**config.mk**
```make
export PLATFORM = sky130hd
export DESIGN_NAME = pixel_rr_arbiter
export DESIGN_NICKNAME = d
export VERILOG_FILES = /design/src/rtl/pixel_rr_arbiter.sv
export SDC_FILE = /design/constraint.sdc
export NUM_CORES = 1
export LEC_CHECK = 0
export ABC_AREA = 1
export CAP_MARGIN = 30
export CORE_UTILIZATION = 30
export CTS_CLUSTER_SIZE = 30
export DETAILED_ROUTE_END_ITERATION = 10
export DONT_BUFFER_PORTS = 1
export GPL_TIMING_DRIVEN = 0
export PLACE_DENSITY = 0.55
export SYNTH_ARGS = -nofsm -noshare
export SYNTH_HDL_FRONTEND = slang
export SYNTH_SLANG_ARGS = --single-unit
```
**constraint.sdc**
```tcl
create_clock -name clk -period 3.2 [get_ports clk]
set_input_delay 0.64 -clock clk [delete_from_list [all_inputs] [get_ports clk]]
set_output_delay 0.64 -clock clk [all_outputs]
set_load 0.02 [all_outputs]
```
**src/rtl/pixel_rr_arbiter.sv**
```systemverilog
// Round-robin pixel event arbiter: sticky pending grid, row-then-column circular search.
// Optional event timestamping is compiled in with the macro PIXEL_TIMESTAMP_EN.
module pixel_rr_arbiter #(
  parameter int ROWS = 4,
  parameter int COLS = 4,
  parameter int TS_W = 16
) (
  input  logic                      clk,
  input  logic                      rst_n,
  input  logic                      enable,
  input  logic [ROWS*COLS-1:0]      set,
  input  logic                      ev_ready,
  output logic                      ev_valid,
  output logic [$clog2(ROWS)-1:0]   x_add,
  output logic [$clog2(COLS)-1:0]   y_add,
  output logic [ROWS*COLS-1:0]      gnt_o,
  output logic                      req,
  output logic                      grp_release
`ifdef PIXEL_TIMESTAMP_EN
  ,
  output logic [TS_W-1:0]           ev_ts
`endif
);
  localparam int N  = ROWS * COLS;
  localparam int RW = $clog2(ROWS);
  localparam int CW = $clog2(COLS);

  if (ROWS < 2 || ROWS > 16 || COLS < 2 || COLS > 16 || TS_W < 1) begin : g_param_check
    $error("pixel_rr_arbiter: parameter out of range");
  end

  typedef enum logic [1:0] {IDLE, ROW_ARB, COL_ARB, GRANT} state_t;

  state_t          state_reg, state_next;
  logic [N-1:0]    pending_reg, pending_next, clear_mask;
  logic [N-1:0]    gnt_reg, gnt_next;
  logic [RW-1:0]   row_ptr_reg, active_row_reg, x_add_reg, row_sel, ridx;
  logic [CW-1:0]   col_ptr_reg, y_add_reg, col_sel, cidx;
  logic            ev_valid_reg, grp_release_reg;
  logic            row_found, col_found, handshake;
  logic [ROWS-1:0] row_any;
  logic [COLS-1:0] row_bits [ROWS];
  logic [COLS-1:0] row_bits_next [ROWS];
  logic [COLS-1:0] active_bits, active_bits_next;

  assign handshake    = (state_reg == GRANT) && ev_valid_reg && ev_ready;
  assign clear_mask   = handshake ? gnt_reg : '0;
  // A set arriving on the handshake edge re-arms the pixel being retired.
  assign pending_next = (pending_reg & ~clear_mask) | set;

  for (genvar gi = 0; gi < ROWS; gi++) begin : g_rows
    assign row_bits[gi]      = pending_reg[gi*COLS +: COLS];
    assign row_bits_next[gi] = pending_next[gi*COLS +: COLS];
    assign row_any[gi]       = |row_bits[gi];
  end

  assign active_bits      = row_bits[active_row_reg];
  assign active_bits_next = row_bits_next[active_row_reg];

  for (genvar gi = 0; gi < N; gi++) begin : g_gnt
    assign gnt_next[gi] = (active_row_reg == RW'(gi / COLS)) && (col_sel == CW'(gi % COLS));
  end

  // Circular searches start one past the last granted row/column.
  always_comb begin
    row_found = 1'b0;
    row_sel   = '0;
    ridx      = '0;
    for (int k = 1; k <= ROWS; k++) begin
      ridx = RW'((int'(row_ptr_reg) + k) % ROWS);
      if (!row_found && row_any[ridx]) begin
        row_found = 1'b1;
        row_sel   = ridx;
      end
    end
  end

  always_comb begin
    col_found = 1'b0;
    col_sel   = '0;
    cidx      = '0;
    for (int k = 1; k <= COLS; k++) begin
      cidx = CW'((int'(col_ptr_reg) + k) % COLS);
      if (!col_found && active_bits[cidx]) begin
        col_found = 1'b1;
        col_sel   = cidx;
      end
    end
  end

  always_comb begin
    state_next = state_reg;
    unique case (state_reg)
      IDLE:    if (enable && (|pending_reg)) state_next = ROW_ARB;
      ROW_ARB: state_next = row_found ? COL_ARB : IDLE;
      COL_ARB: state_next = col_found ? GRANT : IDLE;
      GRANT: begin
        if (ev_ready) begin
          if (enable && (|active_bits_next))  state_next = COL_ARB;
          else if (enable && (|pending_next)) state_next = ROW_ARB;
          else                                state_next = IDLE;
        end
      end
      default: state_next = IDLE;
    endcase
  end

  always_ff @(posedge clk) begin
    if (rst_n) begin
      state_reg       <= IDLE;
      pending_reg     <= '0;
      row_ptr_reg     <= RW'(ROWS - 1);
      col_ptr_reg     <= CW'(COLS - 1);
      active_row_reg  <= '0;
      ev_valid_reg    <= 1'b0;
      x_add_reg       <= '0;
      y_add_reg       <= '0;
      gnt_reg         <= '0;
      grp_release_reg <= 1'b0;
    end else begin
      state_reg       <= state_next;
      pending_reg     <= pending_next;
      grp_release_reg <= handshake && (pending_next == '0);
      if (state_reg == ROW_ARB && row_found) active_row_reg <= row_sel;
      if (state_reg == COL_ARB && col_found) begin
        ev_valid_reg <= 1'b1;
        x_add_reg    <= active_row_reg;
        y_add_reg    <= col_sel;
        gnt_reg      <= gnt_next;
      end else if (handshake) begin
        ev_valid_reg <= 1'b0;
        gnt_reg      <= '0;
        row_ptr_reg  <= x_add_reg;
        col_ptr_reg  <= y_add_reg;
      end
    end
  end

`ifdef PIXEL_TIMESTAMP_EN
  logic [TS_W-1:0] ts_cnt_reg, ev_ts_reg;

  always_ff @(posedge clk) begin
    if (rst_n) begin
      ts_cnt_reg <= '0;
      ev_ts_reg  <= '0;
    end else begin
      ts_cnt_reg <= ts_cnt_reg + 1'b1;
      if (state_reg == COL_ARB && col_found) ev_ts_reg <= ts_cnt_reg;
    end
  end

  assign ev_ts = ev_ts_reg;
`endif

  assign ev_valid    = ev_valid_reg;
  assign x_add       = x_add_reg;
  assign y_add       = y_add_reg;
  assign gnt_o       = gnt_reg;
  assign req         = |pending_reg;
  assign grp_release = grp_release_reg;

endmodule

```
## After elaboration in Yosys (flattened, before gate mapping)

Index checks and enable logic that the tools add are counted.

| word-level totals | value |
|---|---|
| register bits | 46 |
| bits of input ports | 20 |
| output and inout bits | 23 |
| logic and storage cells | 143 |

| cells by class | value |
|---|---|
| $add $sub $neg | 8 |
| $lt $le $gt $ge | 9 |
| equal/unequal tests | 11 |
| multiplexer cells | 50 |
| bitwise operators | 5 |
| reduce and logical (&&, ||, !) cells | 50 |

Operators with widths:

| operator | count |
|---|---|
| 16-bit 2-to-1 mux | 3 |
| 16-bit OR reduction | 2 |
| 1-bit logical AND | 30 |
| 2-bit 2-to-1 mux | 13 |
| 2-bit by 3-bit less-than comparator with 1-bit output, second input constant | 8 |
| 4-bit OR reduction | 5 |
| 1-bit 2-to-1 mux | 19 |
| 16-bit bitwise AND | 1 |
| 1-bit binary-select mux with 2-bit select | 8 |
| 4-bit binary-select mux with 2-bit select | 2 |
| 16-bit logical NOT | 1 |
| 4-bit 2-to-1 mux | 4 |
| 16-bit NOT | 1 |
| 16-bit bitwise OR | 1 |
| 2-bit == test, second input constant | 6 |
| 2-bit by 1-bit adder with 2-bit output, second input constant | 4 |
| 2-bit adder, second input constant | 4 |
| 2-bit case mux with 4 select lines | 1 |
| 2-bit by 1-bit == test with 1-bit output, second input constant | 3 |
| 1-bit logical NOT | 6 |
| 2-bit logical NOT | 3 |
| 2-bit != test, second input constant | 2 |
| 2-bit AND reduction | 2 |
| 3-bit greater-or-equal comparator, second input constant | 1 |
| other kinds (3) | 3 |

## Depth between registers and ports, before layout

| logic depth | value |
|---|---|
| word-level depth | 19 |
| depth in mapped cells | 17 |

## Worst setup path after synthesis

OpenSTA, ideal clock, no wires.

| timing path | value |
|---|---|
| path kind | in2reg |
| from | input ev_ready |
| to | register state_reg[1] |
| data arrival time | 1.754 ns |
| data required time | 3.063 ns |
| slack | 1.309 ns |
| stages | 12 |
| path through | nand2_1 -> nor2_4 -> buf_4 -> nand2_1 -> a21oi_1 -> nand2_1 -> a21oi_1 -> nor2_1 -> nor2_1 -> nand2_1 -> nand3_1 -> a21oi_1 |

| between the ends | value |
|---|---|
| cells in the longest elaborated chain, start to end | 13 |

RTL lines:

| item | RTL line | source |
|---|---|---|
| start, declared | 12 | `input logic ev_ready,` |
| 1-bit logical AND | 46 | `assign handshake = (state_reg == GRANT) && ev_valid_reg && ev_ready;` |
| 16-bit 2-to-1 mux | 47 | `assign clear_mask = handshake ? gnt_reg : '0;` |
| 16-bit NOT | 49 | `assign pending_next = (pending_reg & ~clear_mask) \| set;` |
| 16-bit bitwise AND | 49 |  |
| 16-bit bitwise OR | 49 |  |
| 4-bit binary-select mux with 2-bit select | 58 | `assign active_bits_next = row_bits_next[active_row_reg];` |
| 4-bit 2-to-1 mux (implied by the code) (2 in a row) | 58 |  |
| 4-bit OR reduction | 99 | `if (enable && (\|active_bits_next)) state_next = COL_ARB;` |
| 1-bit logical AND | 99 |  |
| 2-bit 2-to-1 mux | 99 |  |
| 2-bit 2-to-1 mux | 98 | `if (ev_ready) begin` |
| 2-bit case mux with 4 select lines | 93 | `unique case (state_reg)` |
| end signal, assigned | 121 | `state_reg <= state_next;` |
| end, declared | 34 | `state_t state_reg, state_next;` |

Several ways; a longest one is shown, not always the timed one. The select of a mux whose other input is x is not followed.
A chain may end at the register's enable or synchronous reset.

## Final worst setup path

| timing path | value |
|---|---|
| from | register pending_reg[5] |
| to | output req |

| between the ends | value |
|---|---|
| cells in the longest elaborated chain, start to end | 1 |

RTL lines:

| item | RTL line | source |
|---|---|---|
| start, declared | 35 | `logic [N-1:0] pending_reg, pending_next, clear_mask;` |
| start signal, assigned | 122 | `pending_reg <= pending_next;` |
| 16-bit OR reduction | 159 | `assign req = \|pending_reg;` |
| end, declared | 17 | `output logic req,` |

No other way between the ends.

==> implementation parameters <==
Parameter                              Value

Status
  Run status    finished clean

Yosys
  Number of distinct library cell variants in the gate-level netlist after synthesis    31
  Synth Net Count    429
  Synth async-reset ratio    0
  Synthesis Warnings    0
  Post-synthesis cell area    ~2700 um^2
  Most common cell in the netlist    nand2_1
  Top FF cell, synth    dfxtp_1
  Syn_area_per_cell    roughly 6.5 um^2
  Dominant cells by area after synthesis    dfxtp_1 (35%), nand2_1 (15%), nor2_1 (11%), nand3_1 (6.0%), inv_1 (4.6%)
  Proportion of synthesized chip area in sequential cells    0.345
  Total of flip-flops plus latches after synthesis    46
  Most used standard cells in the synthesized netlist    nand2_1 (107), nor2_1 (77), dfxtp_1 (46), inv_1 (33), nand3_1 (32)
  Syn Inst Count    a little over 400
  Area fraction of the dominant cell type after synthesis    0.345
  Post-synth EDFFs    0
  Library cell occupying the most area in the post-synthesis netlist    dfxtp_1

Worst setup path
  Required arrival time at the worst endpoint    approximately 2.6 ns
  Critical path arrival    approximately 1.6 ns
  Critical path class    reg2out
  Biggest fanout along the worst timing path    3
  Cells traversed along the worst timing path    nor2_1 -> nand2_1 -> nor4_1 -> inv_1
  Cell type of the slowest stage on the worst timing path    nor4_1
  Startpoint types    flip-flop
  Largest incremental delay on the critical path    between 0.3 and 0.4 ns
  Capturing element type of the critical path    primary output

Floorplanning
  Number of rows created at floorplan    34
  Core box area    8680 um^2
  Width of the die    slightly below 100 um
  Die Height    96.3 um
  Die footprint    about 9000 um^2
  Top-Level Pins    between 40 and 50
  Effective utilization at floorplan    0.308

Layout
  Area growth from synthesis to final layout    8.53%
  Share of final-layout standard cells stronger than drive strength 1    0.144
  Net total in the final layout    between 400 and 500
  Number of inserted diodes    0

Timing
  Final Cycle Share    0.698
  Worst Skew    0.0116 ns
  Final-report setup violation count    0
  Setup repair after global routing missed its margin    false
  Max Transition Viols Final    0
  Final Hold Viols    0
  Setup TNS    0 ns
  Worst setup slack after layout    0.965 ns
  Post-layout min period    2.23 ns
  F_max    447 MHz
  Tightest slew margin relative to the limit    0.495
  Slew at the pin with the worst max-slew slack    about 0.75 ns

Power and ir drop
  Power per Cell Area    between 400 and 500 nW/um^2
  VDD IR max    ~0.16 mV
  Leakage dissipation    1.18 nW

Clock tree
  Worst-Skew Late Latency    approximately 0.31 ns
  Number of clock sinks    between 40 and 50
  # H-tree levels    2
  Maximum count of clock buffers along a single path    2
  Clock-pin slew on the worst setup and hold paths    around 0.10 ns
  CTS-repair resized insts    0
  Clock buffer count from CTS    5
  CTS tree    done
  Total setup buffers inserted after CTS    0
  Cts-stage hold buffer count    0
  Cell chosen for the clock root    clkbuf_8

Detailed routing
  Via-per-instance ratio    4.91
  WL final    approximately 8000 um
  Count of routing violations after the opening detailed-route iteration    150
  Number of nets with antenna violations after detailed routing    0
  DRC violations left    0
  Vias    between 2000 and 3000
  Number of detailed-routing iterations run before antenna repair    4
  Per-cell routed wire length    about 15 um

GRT
  Number of global-route vias before repair    about 2500
  Total congestion overflow after global routing    0
  Maximum number of pins on one net before global-route repair    17
  First-pass GRT wire length    12900 um
  Initial antenna violation count    0
  Tot GR Track Use    0.186

Placed design
  Detail Placement HPWL    6220 um
  Port Buffer Count    0
  Setup slack after placement    0.899 ns
  Routability cong.    approximately 0.9

Flow run
  Maxcap violations    0

Min path
  Worst Hold Class    in2reg
## worst max-delay path, delay by kind of cell (launching register included)
kind / cells / cell delay (ns)
buf+inv: 1 / 0.23
flops: 1 / 0.35
simple gates: 3 / 0.71
## cells by family after synthesis
kind of cell	synth area share
xor gates and xnor gates	0.00938
DFF	0.345
and+or+nand+nor	0.440
AOI/OAI and AO/OA	0.123
buffers and inverters	0.0830
## per-layer routing
metal | vias up | routed length, um | GRT usage | share of wire
met4 | 0 | 54 | 0.0674 | 0.0069
met5 | - | 0 | 0 | 0
li1 | 1320 | - | - | -
met3 | 4 | 369 | 0.0395 | 0.047
met1 | 1198 | 3690 | 0.236 | 0.47
met2 | 55 | 3730 | 0.310 | 0.48
## path summary, 6_finish.rpt
path,startpoint,to,slack (ns),cells past startpoint
worst max register to register,ev_valid,state_reg[1],0.99,12
worst max-delay path,pending_reg[5],req,0.97,4
worst min register to register,pending_reg[3],pending_reg[3],0.54,2
worst min-delay path,set[15],pending_reg[15],0.46,2
## through the flow
step	area, um^2	hold slack (ns)	instances	util	total power, mW
3_5_place_dp	2800	0.519	517	0.323	1.06
6_report	2900	0.464	525	0.334	1.43
4_1_cts	2900	0.457	525	0.334	1.44
3_3_place_gp	2800	0.514	517	0.323	1.05
2_1_floorplan	2670	0.474	409	-	0.963
5_1_grt	2900	0.453	525	0.334	1.52
## cell type report
class,instances,area (um^2)
fillers,975,5780
multi-input cells,313,1530
flip-flops and latches,46,921
inverters,38,155
well taps,108,135
clock buffers,5,68.8
plain buffers,12,66.3
clock inverters,3,23.8
## power breakdown
part / switching [mW] / internal, mW / total, mW
registers: 0.0404 / 0.604 / 0.644
clock network: 0.227 / 0.157 / 0.384
logic: 0.279 / 0.121 / 0.400
total: 0.547 / 0.881 / 1.43
## cell usage in the layout (no fill, tap or decap), drive strengths merged, types with 7 or more instances in the layout
cell      n
nand3    38
buf       7
nand4     8
nand2   121
clkbuf   10
inv      38
o21ai    16
a21oi    34
dfxtp    46
nor2     84
(Power assumes the default switching activity.)
